**src/rtl/two_sum_ctrl.sv**
```systemverilog
// two_sum_ctrl: streaming two-sum controller in front of a direct-mapped hashmap.
//
// For each accepted element the complement (target - element) is looked up in
// the hashmap. On a miss the element is inserted as key=element,
// value={element, index}. The stored element copy lets a hit be confirmed
// against the looked-up key, so a slot that holds a different key is never
// reported as a pair. The result is presented once the last element has been
// consumed.
//
// Ports:
//   clk, rst          clock (rising edge), synchronous active-high reset
//   start, target     begin a problem (sampled only in idle), target sum
//   busy              high in every state except idle
//   in_valid/ready    element stream handshake; in_data element, in_last final
//   out_valid/ready   result handshake; out_valid is held until out_ready
//   out_found         a pair was found; out_index0/1 earlier/later index
//   out_overflow      stream was longer than 2**INDEX_WIDTH elements
//   hm_*              hashmap write/read/clear ports (read is combinational)

module two_sum_ctrl #(
    parameter int DATA_WIDTH  = 8,
    parameter int INDEX_WIDTH = 4
) (
    input  logic                              clk,
    input  logic                              rst,
    input  logic                              start,
    input  logic [DATA_WIDTH-1:0]             target,
    output logic                              busy,
    input  logic                              in_valid,
    output logic                              in_ready,
    input  logic [DATA_WIDTH-1:0]             in_data,
    input  logic                              in_last,
    output logic                              out_valid,
    input  logic                              out_ready,
    output logic                              out_found,
    output logic [INDEX_WIDTH-1:0]            out_index0,
    output logic [INDEX_WIDTH-1:0]            out_index1,
    output logic                              out_overflow,
    output logic [DATA_WIDTH-1:0]             hm_write_key,
    output logic [DATA_WIDTH+INDEX_WIDTH-1:0] hm_write_value,
    output logic                              hm_write_request,
    output logic [DATA_WIDTH-1:0]             hm_read_key,
    input  logic [DATA_WIDTH+INDEX_WIDTH-1:0] hm_read_value,
    input  logic                              hm_read_response,
    output logic                              hm_clear
);

    localparam int VALUE_WIDTH = DATA_WIDTH + INDEX_WIDTH;

    typedef enum logic [1:0] {
        StIdle,
        StClear,
        StRun,
        StDone
    } state_t;

    state_t                 state_q, state_d;
    logic [DATA_WIDTH-1:0]  target_q;
    // One extra bit so the counter can sit at 2**INDEX_WIDTH and flag overflow.
    logic [INDEX_WIDTH:0]   index_q;
    logic                   found_q;
    logic                   overflow_q;
    logic [INDEX_WIDTH-1:0] index0_q;
    logic [INDEX_WIDTH-1:0] index1_q;

    logic accept;
    logic in_window;
    logic hit;
    logic search;

    // Datapath toward the hashmap.
    always_comb begin
        accept      = (state_q == StRun) && in_valid;
        in_window   = !index_q[INDEX_WIDTH];
        hm_read_key = target_q - in_data;  // wraps modulo 2**DATA_WIDTH
        hit         = hm_read_response &&
                      (hm_read_value[VALUE_WIDTH-1 -: DATA_WIDTH] == hm_read_key);
        search      = accept && !found_q && in_window;
        // Lookup uses this cycle's read; the insert lands at the clock edge, so
        // an element can never match itself.
        hm_write_request = search && !hit;
        hm_write_key     = in_data;
        hm_write_value   = {in_data, index_q[INDEX_WIDTH-1:0]};
    end

    // Next-state and status outputs.
    always_comb begin
        state_d   = state_q;
        busy      = (state_q != StIdle);
        in_ready  = (state_q == StRun);
        out_valid = (state_q == StDone);
        hm_clear  = (state_q == StClear);
        unique case (state_q)
            StIdle:  if (start) state_d = StClear;
            StClear: state_d = StRun;
            StRun:   if (accept && in_last) state_d = StDone;
            StDone:  if (out_ready) state_d = StIdle;
            default: state_d = StIdle;
        endcase
    end

    always_ff @(posedge clk) begin
        if (rst) begin
            state_q <= StIdle;
        end else begin
            state_q <= state_d;
        end
    end

    always_ff @(posedge clk) begin
        if (rst) begin
            target_q   <= '0;
            index_q    <= '0;
            found_q    <= 1'b0;
            overflow_q <= 1'b0;
            index0_q   <= '0;
            index1_q   <= '0;
        end else begin
            if (state_q == StIdle && start) begin
                target_q   <= target;
                index_q    <= '0;
                found_q    <= 1'b0;
                overflow_q <= 1'b0;
                index0_q   <= '0;
                index1_q   <= '0;
            end
            if (accept) begin
                if (in_window) begin
                    index_q <= index_q + 1'b1;
                end else begin
                    overflow_q <= 1'b1;
                end
                if (search && hit) begin
                    found_q  <= 1'b1;
                    index0_q <= hm_read_value[INDEX_WIDTH-1:0];
                    index1_q <= index_q[INDEX_WIDTH-1:0];
                end
            end
        end
    end

    assign out_found    = found_q;
    assign out_index0   = index0_q;
    assign out_index1   = index1_q;
    assign out_overflow = overflow_q;

endmodule

```
**config.mk**
```make
export PLATFORM = sky130hd
export DESIGN_NAME = two_sum_ctrl
export DESIGN_NICKNAME = d
export VERILOG_FILES = /design/src/rtl/two_sum_ctrl.sv
export SDC_FILE = /design/constraint.sdc
export NUM_CORES = 1
export LEC_CHECK = 0
export ABC_AREA = 1
export CAP_MARGIN = 20
export CORE_MARGIN = 1.5
export CORE_UTILIZATION = 29
export CTS_CLUSTER_SIZE = 28
export DETAILED_ROUTE_END_ITERATION = 16
export SLEW_MARGIN = 20
export SYNTH_ARGS = -nofsm -noshare
export SYNTH_HDL_FRONTEND = slang
export SYNTH_SLANG_ARGS = --single-unit
```
**constraint.sdc**
```tcl
create_clock -name clk -period 4 [get_ports clk]
set_clock_uncertainty 0.2 [all_clocks]
set_input_delay 0.6 -clock clk [delete_from_list [all_inputs] [get_ports clk]]
set_output_delay 0.6 -clock clk [all_outputs]
set_load 0.02 [all_outputs]
```
# Yosys cells after proc, flatten, opt, wreduce, memory -nomap -nowiden
# Index checks and enable logic that the tools add are counted.
op_classes:
  add_sub_neg: 2
  n_eq_ne: 7
  muxes: 19
  n_reduce_logical: 14
op_table:
  columns: ["cell", "count"]
  rows:
  - ["$mux W4", 6]
  - ["$mux W5", 3]
  - ["$eq A8 B8 Y1", 1]
  - ["$logic_and A1 B1 Y1", 8]
  - ["$pmux W2 S4", 1]
  - ["$sub A8 B8 Y8", 1]
  - ["$mux W1", 6]
  - ["$mux W2", 3]
  - ["$add A5 B1 Y5 const B", 1]
  - ["$eq A2 B2 Y1 const B", 2]
  - ["$ne A2 B1 Y1 const B", 2]
  - ["$logic_not A1 Y1", 3]
  - ["$reduce_and A3 Y1", 1]
  - ["$eq A2 B1 Y1 const B", 1]
  - ["$logic_not A2 Y1", 1]
  - ["$ne A2 B2 Y1 const B", 1]
  - ["$reduce_bool A2 Y1", 1]
totals:
  reg_bits: 25
  inputBits: 35
  output_inout_bits: 43
  wordCells: 49

# Depth between registers and ports, before layout
depth:
  ltp_word: 7
  depth_mapped: 17
  mapped_depth_nobuf: 17

# Worst setup path after synthesis
# Ideal clock, no wire load.
synth_path:
  kind: "input to output"
  start: "input port in_data[0]"
  end: "output port hm_write_request"
  arrival_time_ns: 2.531
  t_required_ns: 3.200
  path_slack_ns: 0.669
  cell_stages: 12
  path_buffers: 0
  path_cell_list: "ha_1 > inv_1 > fa_1 > inv_1 > or2_2 > nand3_1 > nor2_2 > nand3_2 > nor2_4 > nand2_4 > nor2_8 > nor3_1"
synth_via:
  elab_chain_cells: 5
synth_lines:
  columns: ["item", "line_no", "rtl"]
  rows:
  - ["start: declaration", "31", "input logic [DATA_WIDTH-1:0] in_data,"]
  - ["$sub A8 B8 Y8", "75", "hm_read_key = target_q - in_data;"]
  - ["net hm_read_key[1]", "42", "output logic [DATA_WIDTH-1:0] hm_read_key,"]
  - ["$eq A8 B8 Y1", "77", "(hm_read_value[VALUE_WIDTH-1 -: DATA_WIDTH] == hm_read_key);"]
  - ["$logic_and A1 B1 Y1", "76", "hit = hm_read_response &&"]
  - ["$logic_not A1 Y1", "81", "hm_write_request = search && !hit;"]
  - ["$logic_and A1 B1 Y1", "81", null]
  - ["end: declaration", "41", "output logic hm_write_request,"]
# The timed path passes the listed nets, and every way through them passes these cells.

# Worst setup path after layout
layout_path:
  start: "input port in_data[0]"
  end: "output port hm_write_request"
layout_via:
  elab_chain_cells: 5
layout_lines:
  columns: ["item", "line_no"]
  rows:
  - ["$sub A8 B8 Y8", "75"]
  - ["$eq A8 B8 Y1", "77"]
  - ["$logic_and A1 B1 Y1", "76"]
  - ["$logic_not A1 Y1", "81"]
  - ["$logic_and A1 B1 Y1", "81"]
# No other way between the ends.

==> flow_metrics.tcl <==
set metrics [dict create \
    rsz0062_at_grt "no" \
    grt_start_max_net_pins 20 \
    stdcell_count 483 \
    r2r-start "target_q[0]" \
    rrSetupSlack_ps 1470 \
    worst_ep_arrival_time_ps 2960 \
    crit_type "input pin to output pin" \
    nets 435 \
    fill_cells 764 \
    syn_to_final_growth_pct 38.07 \
    setup_viol 0 \
    dr.first_iter.drc_count 40 \
    grt_pass1_wl_um 8397 \
    power.internal_uw 673.7 \
    seqPwrFrac_pct 24.2 \
    power_per_cell_area_mw_per_mm2 425.9 \
    num_io_pins 78 \
    hold_class "flip-flop to flip-flop" \
    final_max_slew_viol_count 0 \
    ir_worst_vdd_mv 0.1719 \
    grt.overflow.total 0 \
    synth_cell_types 28 \
    wire_per_inst_um 10.47 \
    antenna_found_initial 0 \
    wl_um 5056 \
    period_minus_slack_ps 3756 \
    post-route-drc-count 0 \
    start_util_pct 29.59 \
    vias_per_cell 4.362 \
    insertedDiodeCount 0 \
    die_area_mm2 0.007844 \
    placed_cells 479 \
    netlist_instances 322 \
    max_freq_ghz 0.2662 \
    combinationalPowerShare_pct 63.8 \
    power.share.switching_pct 46.04 \
    path_max_fanout 2 \
    cp-end-kind "output pin" \
    clockPowerShare_pct 11.9 \
    die_w_um 88.57 \
    path_clk_slew_ps 80 \
    numCtsBuffers 3 \
    via_count 2107 \
    max_slew_margin_pct 59.32 \
    numPortBuffers 77 \
    final_antenna_net_count 0 \
    pre_cts_slack_ps -54.23 \
    cts_setup_buffers 0 \
    avgSynthCellArea_um2 6.594 \
    finalHoldViolations 0 \
    drtPass1Iterations 4 \
    maxCapViolations 0 \
    cp-startpoint "in_data[0]" \
    cts_root_buffer "clkbuf_8" \
    h-tree-depth 1 \
    cts_tree "done" \
    layout-drive-gt1-share_pct 13.02 \
    cts_buffer_depth 2 \
    clock_latency_ps 260 \
    whs_ps 270.1 \
    fin_crit_sh_pct 93.90 \
    p_switching_uw 574.7 \
    grtUsageTotal_pct 13.36 \
    synth.cell_area_mm2 0.002123 \
    seq_area_frac_synth_pct 23.57 \
    gp_congestion 0.8353 \
    outcome "complete, no violations" \
    core_mm2 0.007176 \
    yosys_warnings 0 \
    setup_slack_ps 243.9 \
    p_leak_uw 0.001341 \
    synth_seq_cells 25 \
    core.rowCount 31 \
    grt_pass1_vias 1998 \
    cts_sinks 25 \
    tightest_slew_ps 609.5 \
    worst-endpoint-required_ps 3200 \
    die_y_um 88.57 \
    worstHoldStart "out_overflow" \
    place_hpwl_um 4149 \
    synth_fp_nets 372 \
    worstSetupStartpointType "input pin" \
]
[layer usage]
layer	GRT usage, %	vias to the layer above	wire, um
met5	0	-	0
met4	3.835	0	40
met3	1.493	4	277
met2	24.77	47	2490
met1	16.20	938	2248
li1	-	1118	-
[logic make-up after synthesis]
kind of cell | count (synthesis) | share of synthesized area (%)
AND/OR/NAND/NOR | 161 | 38.83
AO/OA/AOI/OAI | 36 | 9.488
XOR/XNOR | 1 | 0.4126
adder cells (fa/ha/maj) | 15 | 9.193
flip-flops | 25 | 23.57
buffers and inverters | 84 | 18.50
[cells in the final DEF (no fill, tap or decap)]
cell	instances
a211oi_1	3
a21boi_0	1
a21oi_1	16
a21oi_2	2
buf_4	5
clkbuf_1	1
clkbuf_8	3
clkdlybuf4s50_1	76
dfxtp_1	25
dlygate4sd2_1	1
fa_1	1
ha_1	14
inv_1	56
inv_2	4
nand2_1	51
nand2_2	19
nand2_4	2
nand3_1	24
nand3_2	8
nand4_1	10
nor2_1	36
nor2_2	2
nor2_4	3
nor2_8	1
nor3_1	3
nor4_1	1
o21ai_0	13
o221ai_1	1
or2_2	1
xor2_1	1
[power by group through the flow]
stage | sequential [uW] | clock [uW] | combinational, uW
finish | 303 | 149 | 797
floorplan | 305 | 0 | 557
CTS | 303 | 156 | 809
global placement | 309 | 0 | 796
global route | 307 | 168 | 894
detailed placement | 309 | 0 | 809
[state kept, by name (all words and copies together), names as in the netlist]
register / flops
index_q: 5
out_found: 1
out_index0: 4
out_index1: 4
out_overflow: 1
state_q: 2
target_q: 8
[cell type report]
cell class                      instances  area, um^2  share of cell area (%)
Clock buffer                            4       45.04                   1.536
Inverter                               60       225.2                   7.682
Multi-Input combinational cell        213        1230                   41.95
Sequential cell                        25       500.5                   17.07
Tap cell                               99       123.9                   4.225
Timing Repair Buffer                   82       807.0                   27.53
[critical path: stages]
cell             delay, ps
clkdlybuf4s50_1        480
ha_1                   140
inv_1                   40
fa_1                   490
inv_1                   50
or2_2                  260
nand3_1                 90
nor2_2                  50
nand3_2                 70
nor2_4                  40
nand2_4                 80
nor2_8                  40
nor3_1                 150
dlygate4sd2_1          360
[Yosys cell counts, drive strengths merged]
library cell | count | share of area, %
a211oi | 3 | 1.1
a21boi | 1 | 0.35
a21oi | 18 | 4.6
buf | 22 | 7.5
clkbuf | 2 | 0.35
dfxtp | 25 | 24
fa | 1 | 0.94
ha | 14 | 8.2
inv | 60 | 11
nand2 | 72 | 16
nand3 | 32 | 9.4
nand4 | 10 | 2.9
nor2 | 42 | 9.5
nor3 | 3 | 0.71
nor4 | 1 | 0.29
o21ai | 13 | 3.1
o221ai | 1 | 0.41
or2 | 1 | 0.29
xor2 | 1 | 0.41
[metrics by stage]
step	total power, uW	area (um^2)	setup TNS (ps)	util, %
2_1_floorplan	861.9	2123	0	-
6_report	1248	2932	0	40.85
3_5_place_dp	1118	2888	-54.23	40.24
3_3_place_gp	1104	2888	-19.57	40.24
4_1_cts	1269	2932	0	40.85
5_1_grt	1369	2932	0	40.85
[repair_timing]
| action | 4_1_cts | 5_1_grt |
|---|---|---|
| hold buffers | 0 | 0 |
| gates resized for setup | 1 | 0 |
| endpoints found under the setup margin | 1 | 0 |
[path summary, 6_finish.rpt]
path / cells after the start / to
worst max register to register: 15 / out_index0[2]
worst max-delay path: 14 / hm_write_request
worst min register to register: 2 / out_overflow
worst min-delay path: 2 / out_overflow
No activity file was read; power rests on OpenSTA's default activity.
